===== config.mk =====
export PLATFORM = sky130hd
export DESIGN_NAME = freq_gate_counter
export DESIGN_NICKNAME = d
export VERILOG_FILES = /design/src/rtl/freq_gate_counter.sv
export SDC_FILE = /design/constraint.sdc
export NUM_CORES = 1
export LEC_CHECK = 0
export ABC_AREA = 1
export CELL_PAD_IN_SITES_DETAIL_PLACEMENT = 1
export CELL_PAD_IN_SITES_GLOBAL_PLACEMENT = 1
export CORE_MARGIN = 2
export CORE_UTILIZATION = 38
export CTS_CLUSTER_SIZE = 30
export DETAILED_ROUTE_END_ITERATION = 10
export PLACE_DENSITY = 0.78
export SYNTH_ARGS = -nofsm -noshare
export SYNTH_HDL_FRONTEND = slang
export SYNTH_SLANG_ARGS = --single-unit

===== constraint.sdc =====
create_clock -name clk -period 1.9 [get_ports clk]
set_input_delay 0.19 -clock clk [delete_from_list [all_inputs] [get_ports clk]]
set_output_delay 0.19 -clock clk [all_outputs]
set_load 0.02 [all_outputs]

===== src/rtl/freq_gate_counter.sv =====
// Gated frequency counter: counts synchronised rising edges of sig_in over GATE_CYCLES clocks
// and publishes the count with a one-cycle strobe. Define FREQ_AVG4_EN for a 4-window moving average.
module freq_gate_counter #(
    parameter int GATE_CYCLES = 50_000_000,
    parameter int CNT_W       = 32,
    parameter int SYNC_STAGES = 2
) (
    input  logic        clk,
    input  logic        reset,
    input  logic        sig_in,
    input  logic        meas_en,
    output logic [31:0] freq,
    output logic        freq_en,
    output logic        overflow,
    output logic        gate_active,
    output logic [1:0]  dbg_state
);

    localparam int GW = $clog2(GATE_CYCLES);
    localparam int WW = $clog2(SYNC_STAGES + 1);
    localparam logic [GW-1:0]    GATE_LAST = GW'(GATE_CYCLES - 1);
    localparam logic [WW-1:0]    WARM_LAST = WW'(SYNC_STAGES);
    localparam logic [CNT_W-1:0] CNT_MAX   = '1;

    localparam logic [1:0] ST_WARMUP  = 2'd0;
    localparam logic [1:0] ST_IDLE    = 2'd1;
    localparam logic [1:0] ST_MEASURE = 2'd2;

    logic [SYNC_STAGES-1:0] r_sync;
    logic                   r_sync_d;
    logic [1:0]             r_state;
    logic [WW-1:0]          r_warm_cnt;
    logic [GW-1:0]          r_gate_cnt;
    logic [CNT_W-1:0]       r_edge_cnt;
    logic                   r_ovf_flag;
    logic [CNT_W-1:0]       r_freq;
    logic                   r_ovf;
    logic                   r_freq_en;

    logic                   w_edge;
    logic                   w_last;
    logic                   w_done;
    logic [CNT_W-1:0]       w_cnt_next;
    logic                   w_ovf_next;

    always_ff @(posedge clk) begin
        if (reset) begin
            r_sync   <= '0;
            r_sync_d <= 1'b0;
        end else begin
            r_sync   <= {r_sync[SYNC_STAGES-2:0], sig_in};
            r_sync_d <= r_sync[SYNC_STAGES-1];
        end
    end

    // An edge on the last gate cycle still lands in w_cnt_next, so it belongs to the closing window.
    always_comb begin
        w_edge     = r_sync[SYNC_STAGES-1] & ~r_sync_d;
        w_last     = (r_gate_cnt == GATE_LAST);
        w_done     = (r_state == ST_MEASURE) && meas_en && w_last;
        w_cnt_next = r_edge_cnt;
        w_ovf_next = r_ovf_flag;
        if (w_edge) begin
            if (r_edge_cnt == CNT_MAX) w_ovf_next = 1'b1;
            else                       w_cnt_next = r_edge_cnt + CNT_W'(1);
        end
    end

    always_ff @(posedge clk) begin
        if (reset) begin
            r_state    <= ST_WARMUP;
            r_warm_cnt <= '0;
            r_gate_cnt <= '0;
            r_edge_cnt <= '0;
            r_ovf_flag <= 1'b0;
        end else begin
            case (r_state)
                ST_WARMUP: begin
                    if (r_warm_cnt == WARM_LAST) begin
                        r_state    <= ST_IDLE;
                        r_warm_cnt <= '0;
                    end else begin
                        r_warm_cnt <= r_warm_cnt + WW'(1);
                    end
                end
                ST_IDLE: begin
                    r_gate_cnt <= '0;
                    r_edge_cnt <= '0;
                    r_ovf_flag <= 1'b0;
                    if (meas_en) r_state <= ST_MEASURE;
                end
                ST_MEASURE: begin
                    if (!meas_en || w_last) begin
                        r_gate_cnt <= '0;
                        r_edge_cnt <= '0;
                        r_ovf_flag <= 1'b0;
                        if (!meas_en) r_state <= ST_IDLE;
                    end else begin
                        r_gate_cnt <= r_gate_cnt + GW'(1);
                        r_edge_cnt <= w_cnt_next;
                        r_ovf_flag <= w_ovf_next;
                    end
                end
                default: r_state <= ST_WARMUP;
            endcase
        end
    end

`ifdef FREQ_AVG4_EN
    logic [CNT_W-1:0] r_hist [4];
    logic [3:0]       r_hist_ovf;
    logic [CNT_W+1:0] r_sum;
    logic [2:0]       r_hist_n;
    logic [CNT_W+1:0] w_sum_next;

    assign w_sum_next = r_sum + (CNT_W+2)'(w_cnt_next) - (CNT_W+2)'(r_hist[3]);

    // History restarts whenever the FSM is idle, so averages never mix separate runs.
    always_ff @(posedge clk) begin
        if (reset) begin
            r_freq    <= '0;
            r_ovf     <= 1'b0;
            r_freq_en <= 1'b0;
        end else begin
            r_freq_en <= w_done && (r_hist_n >= 3'd3);
            if (w_done && (r_hist_n >= 3'd3)) begin
                r_freq <= CNT_W'(w_sum_next >> 2);
                r_ovf  <= |{r_hist_ovf[2:0], w_ovf_next};
            end
        end
    end

    always_ff @(posedge clk) begin
        if (reset || (r_state == ST_IDLE)) begin
            for (int i = 0; i < 4; i++) r_hist[i] <= '0;
            r_hist_ovf <= '0;
            r_sum      <= '0;
            r_hist_n   <= '0;
        end else if (w_done) begin
            r_hist[0] <= w_cnt_next;
            for (int i = 1; i < 4; i++) r_hist[i] <= r_hist[i-1];
            r_hist_ovf <= {r_hist_ovf[2:0], w_ovf_next};
            r_sum      <= w_sum_next;
            if (r_hist_n != 3'd4) r_hist_n <= r_hist_n + 3'd1;
        end
    end
`else
    always_ff @(posedge clk) begin
        if (reset) begin
            r_freq    <= '0;
            r_ovf     <= 1'b0;
            r_freq_en <= 1'b0;
        end else begin
            r_freq_en <= w_done;
            if (w_done) begin
                r_freq <= w_cnt_next;
                r_ovf  <= w_ovf_next;
            end
        end
    end
`endif

    assign freq        = 32'(r_freq);
    assign freq_en     = r_freq_en;
    assign overflow    = r_ovf;
    assign gate_active = (r_state == ST_MEASURE);
    assign dbg_state   = r_state;

endmodule


==> run metrics <==
max-cap violations 0; Yosys cell types 35; Layout Cell Area excl Fill 6930 um2; Arrival @ worst endpoint approximately 1.6 ns; Vias/cell 5.05; worst setup path class reg2out; transition time at the pin with the least slew margin 0.488 ns; CTS Hold Buffers Added 0; post-route insts no fill between 1000 and 1500; crit path time final between 1.5 and 2 ns; number of detailed-routing iterations run before antenna repair 4; proportion of total power due to net switching approximately a third; cell type contributing the most total cell area after synthesis sky130_fd_sc_hd__dfxtp_1; area grow syn2layout 26.6%; final HPWL from detailed placement ~13 mm; Cell Pwr Density ~750 nW/um2; Fillers 1872; placed instance count ~1100; global-route wire length before repair between 20 and 30 mm; Mapped Cells between 800 and 900; clock network fraction of total power roughly a third; NumNets Final 957; Setup crit end kind output pin; setup skew after layout 0.00945 ns; fraction of final layout cells with drive strength greater than 1 15.1%; final cycle utilization of the critical path a little over nine tenths; Clock Sink Count 100; leading register cell type out of synthesis sky130_fd_sc_hd__dfxtp_1; HP Class in2reg; unrepaired setup endpoints after global routing true; Die Y between 100 and 150 um; mean area per synthesized cell approximately 6.3 um2; setup tns final 0 ns; combined area of the multi-input logic cells between 2000 and 3000 um2; buffers added on ports 40; Post-Synthesis Net Count between 800 and 900; maximum net fanout on the critical path 3; # H-tree levels 3; part of the power in combinational logic about a quarter; aggregate global-route resource usage a little under a quarter; die extent in x ~120 um; net switching power around 1700 uW; instance area after placement between 6000 and 7000 um2; FFs w/ async S/R, synth 0%; antenna diode count 0; Peak VDD IR approximately 0.47 mV; clock slew seen by the registers of the worst setup and hold paths 0.07 ns; vias in the first global route between 5000 and 6000; data required time at the worst endpoint between 1.5 and 2 ns; grt total ovfl 0; count leader, synth sky130_fd_sc_hd__nand2_1; worst skew pair latency roughly 0.36 ns; initial detailed-routing violation count 261; initial core utilization roughly two fifths; Relative slew margins around two thirds; crit path launch type flop; Commonest cells post-synth sky130_fd_sc_hd__nand2_1 (266), sky130_fd_sc_hd__inv_1 (121), sky130_fd_sc_hd__dfxtp_1 (100), sky130_fd_sc_hd__nor2_1 (90), sky130_fd_sc_hd__nand3_1 (69); register share of total power about two fifths; number of synthesized register bits 100; area of the placeable core ~14000 um2; largest net degree at the start of global routing 39; internal power 3520 uW; final max-slew violation count 0; total wire length after detailed routing roughly 17 mm; Synth warnings 0; number of nets with antenna violations after routing 0; fraction of synthesized cell area taken by the top area cell type 36.5%; maximum clock path buffer count 2; result of the run completed; setup violators final 0; number of top-level pins 41; Die Area 15400 um2; antenna violations before repair 0; number of buffers inserted during clock tree synthesis 9; Root Driver sky130_fd_sc_hd__clkbuf_16; synth top area cells sky130_fd_sc_hd__dfxtp_1 (37%), sky130_fd_sc_hd__nand2_1 (18%), sky130_fd_sc_hd__inv_1 (8.3%); Mapped Area 5480 um2; total DRC errors in the routed layout 0; Routed wire per std cell roughly 15 um; routability cong. roughly 0.9; row cnt 43; Worst Hold Slack ~0.37 ns; final count of hold timing violations 0; overall via count from detail_route between 5000 and 6000; Leak around 0.003 uW; number of enable flip-flop cells after synthesis 0; share of the yosys chip area belonging to registers ~37%; FF/Latch Area ~2000 um2; highest achievable clock rate ~550 MHz; clock tree from TritonCTS done
==> kinds of logic (layout without fill, tap and decap cells) <==
family	after synthesis	in the layout	synth area share [%]
AND/OR/NAND/NOR	481	481	37.8
buffers and inverters	152	242	11.0
AO/OA/AOI/OAI	119	119	12.6
flip-flops	100	100	36.5
XOR/XNOR	6	6	0.959
adder cells (fa/ha/maj)	5	5	1.14
==> routing by layer <==
metal  vias up  global-route usage (%)  wire (um)
li1       2895                       -          -
met1      2772                    28.1       7800
met2        45                    43.5       8850
met3        13                    4.17        340
met4         0                    6.11        174
met5         -                       0          0
==> power groups by stage <==
stage               Sequential [uW]  Clock, uW  Combinational [uW]
floorplan                      2240          0                 629
global placement               2220          0                1180
detailed placement             2220          0                1200
CTS                            2180       1840                1200
global route                   2180       1910                1340
finish                         2170       1790                1220
==> per-stage QoR <==
stage          total power (uW)  utilization (%)  setup WS (ns)
3_3_place_gp               3400             46.4          0.146
4_1_cts                    5220             48.4         0.0400
3_5_place_dp               3420             46.4         0.0807
6_report                   5190             49.6         0.0969
2_1_floorplan              2870                -         0.0827
5_1_grt                    5420             49.6        -0.0539
==> what timing repair did <==
item                                   in CTS  in global routing
setup buffers                               0                  1
endpoints found under the hold margin       0                  0
gates resized for setup                     0                 60
setup endpoints to repair                   0                 59
==> cells in the final DEF, fill, tap and decap left out, types with 3 or more instances in the layout <==
master,count
sky130_fd_sc_hd__nor2_1,74
sky130_fd_sc_hd__ha_1,3
sky130_fd_sc_hd__buf_4,58
sky130_fd_sc_hd__dfxtp_2,16
sky130_fd_sc_hd__buf_12,5
sky130_fd_sc_hd__nand3_2,4
sky130_fd_sc_hd__a21oi_1,45
sky130_fd_sc_hd__o21ai_1,15
sky130_fd_sc_hd__inv_1,120
sky130_fd_sc_hd__xor2_1,4
sky130_fd_sc_hd__nand2_2,6
sky130_fd_sc_hd__nor3_1,12
sky130_fd_sc_hd__nand3_1,65
sky130_fd_sc_hd__nand4_1,14
sky130_fd_sc_hd__nand3b_1,5
sky130_fd_sc_hd__dfxtp_1,84
sky130_fd_sc_hd__o21ai_0,20
sky130_fd_sc_hd__nor2_4,5
sky130_fd_sc_hd__clkdlybuf4s50_1,40
sky130_fd_sc_hd__nor2_2,17
sky130_fd_sc_hd__clkbuf_16,9
sky130_fd_sc_hd__clkinv_2,3
sky130_fd_sc_hd__o211ai_1,5
sky130_fd_sc_hd__nor3b_1,6
sky130_fd_sc_hd__a21o_1,4
sky130_fd_sc_hd__o21a_1,24
sky130_fd_sc_hd__nor3_2,3
sky130_fd_sc_hd__nand2_1,262
==> sequential cells by signal, summed over array words and instances, names as in the netlist <==
signal	flops
r_sync_d	1
freq	32
overflow	1
dbg_state	2
r_edge_cnt	32
r_ovf_flag	1
freq_en	1
r_warm_cnt	2
r_gate_cnt	26
r_sync	2
==> final cells by class <==
class	count	area share, %
clock inverter	4	0.343
tap	180	3.25
clock buffer	12	3.70
multi-input combinational	611	43.2
timing repair buffer	105	13.8
inverter	121	6.55
sequential	100	29.2
==> worst max-delay path: stages (launching register included) <==
cell	delay (ns)
sky130_fd_sc_hd__dfxtp_2	0.33
sky130_fd_sc_hd__inv_1	0.09
sky130_fd_sc_hd__ha_1	0.21
sky130_fd_sc_hd__clkdlybuf4s50_1	0.62
==> worst paths after layout <==
path	startpoint	endpoint	slack, ns	cells past startpoint
worst max-delay path	dbg_state[0]	gate_active	0.1	3
worst min-delay path	sig_in	r_sync[0]	0.37	3
worst max register to register	r_gate_cnt[1]	freq[13]	0.12	9
worst min register to register	r_sync[0]	r_sync[1]	0.42	2
Note: power is estimated with default switching activity, not from simulation.
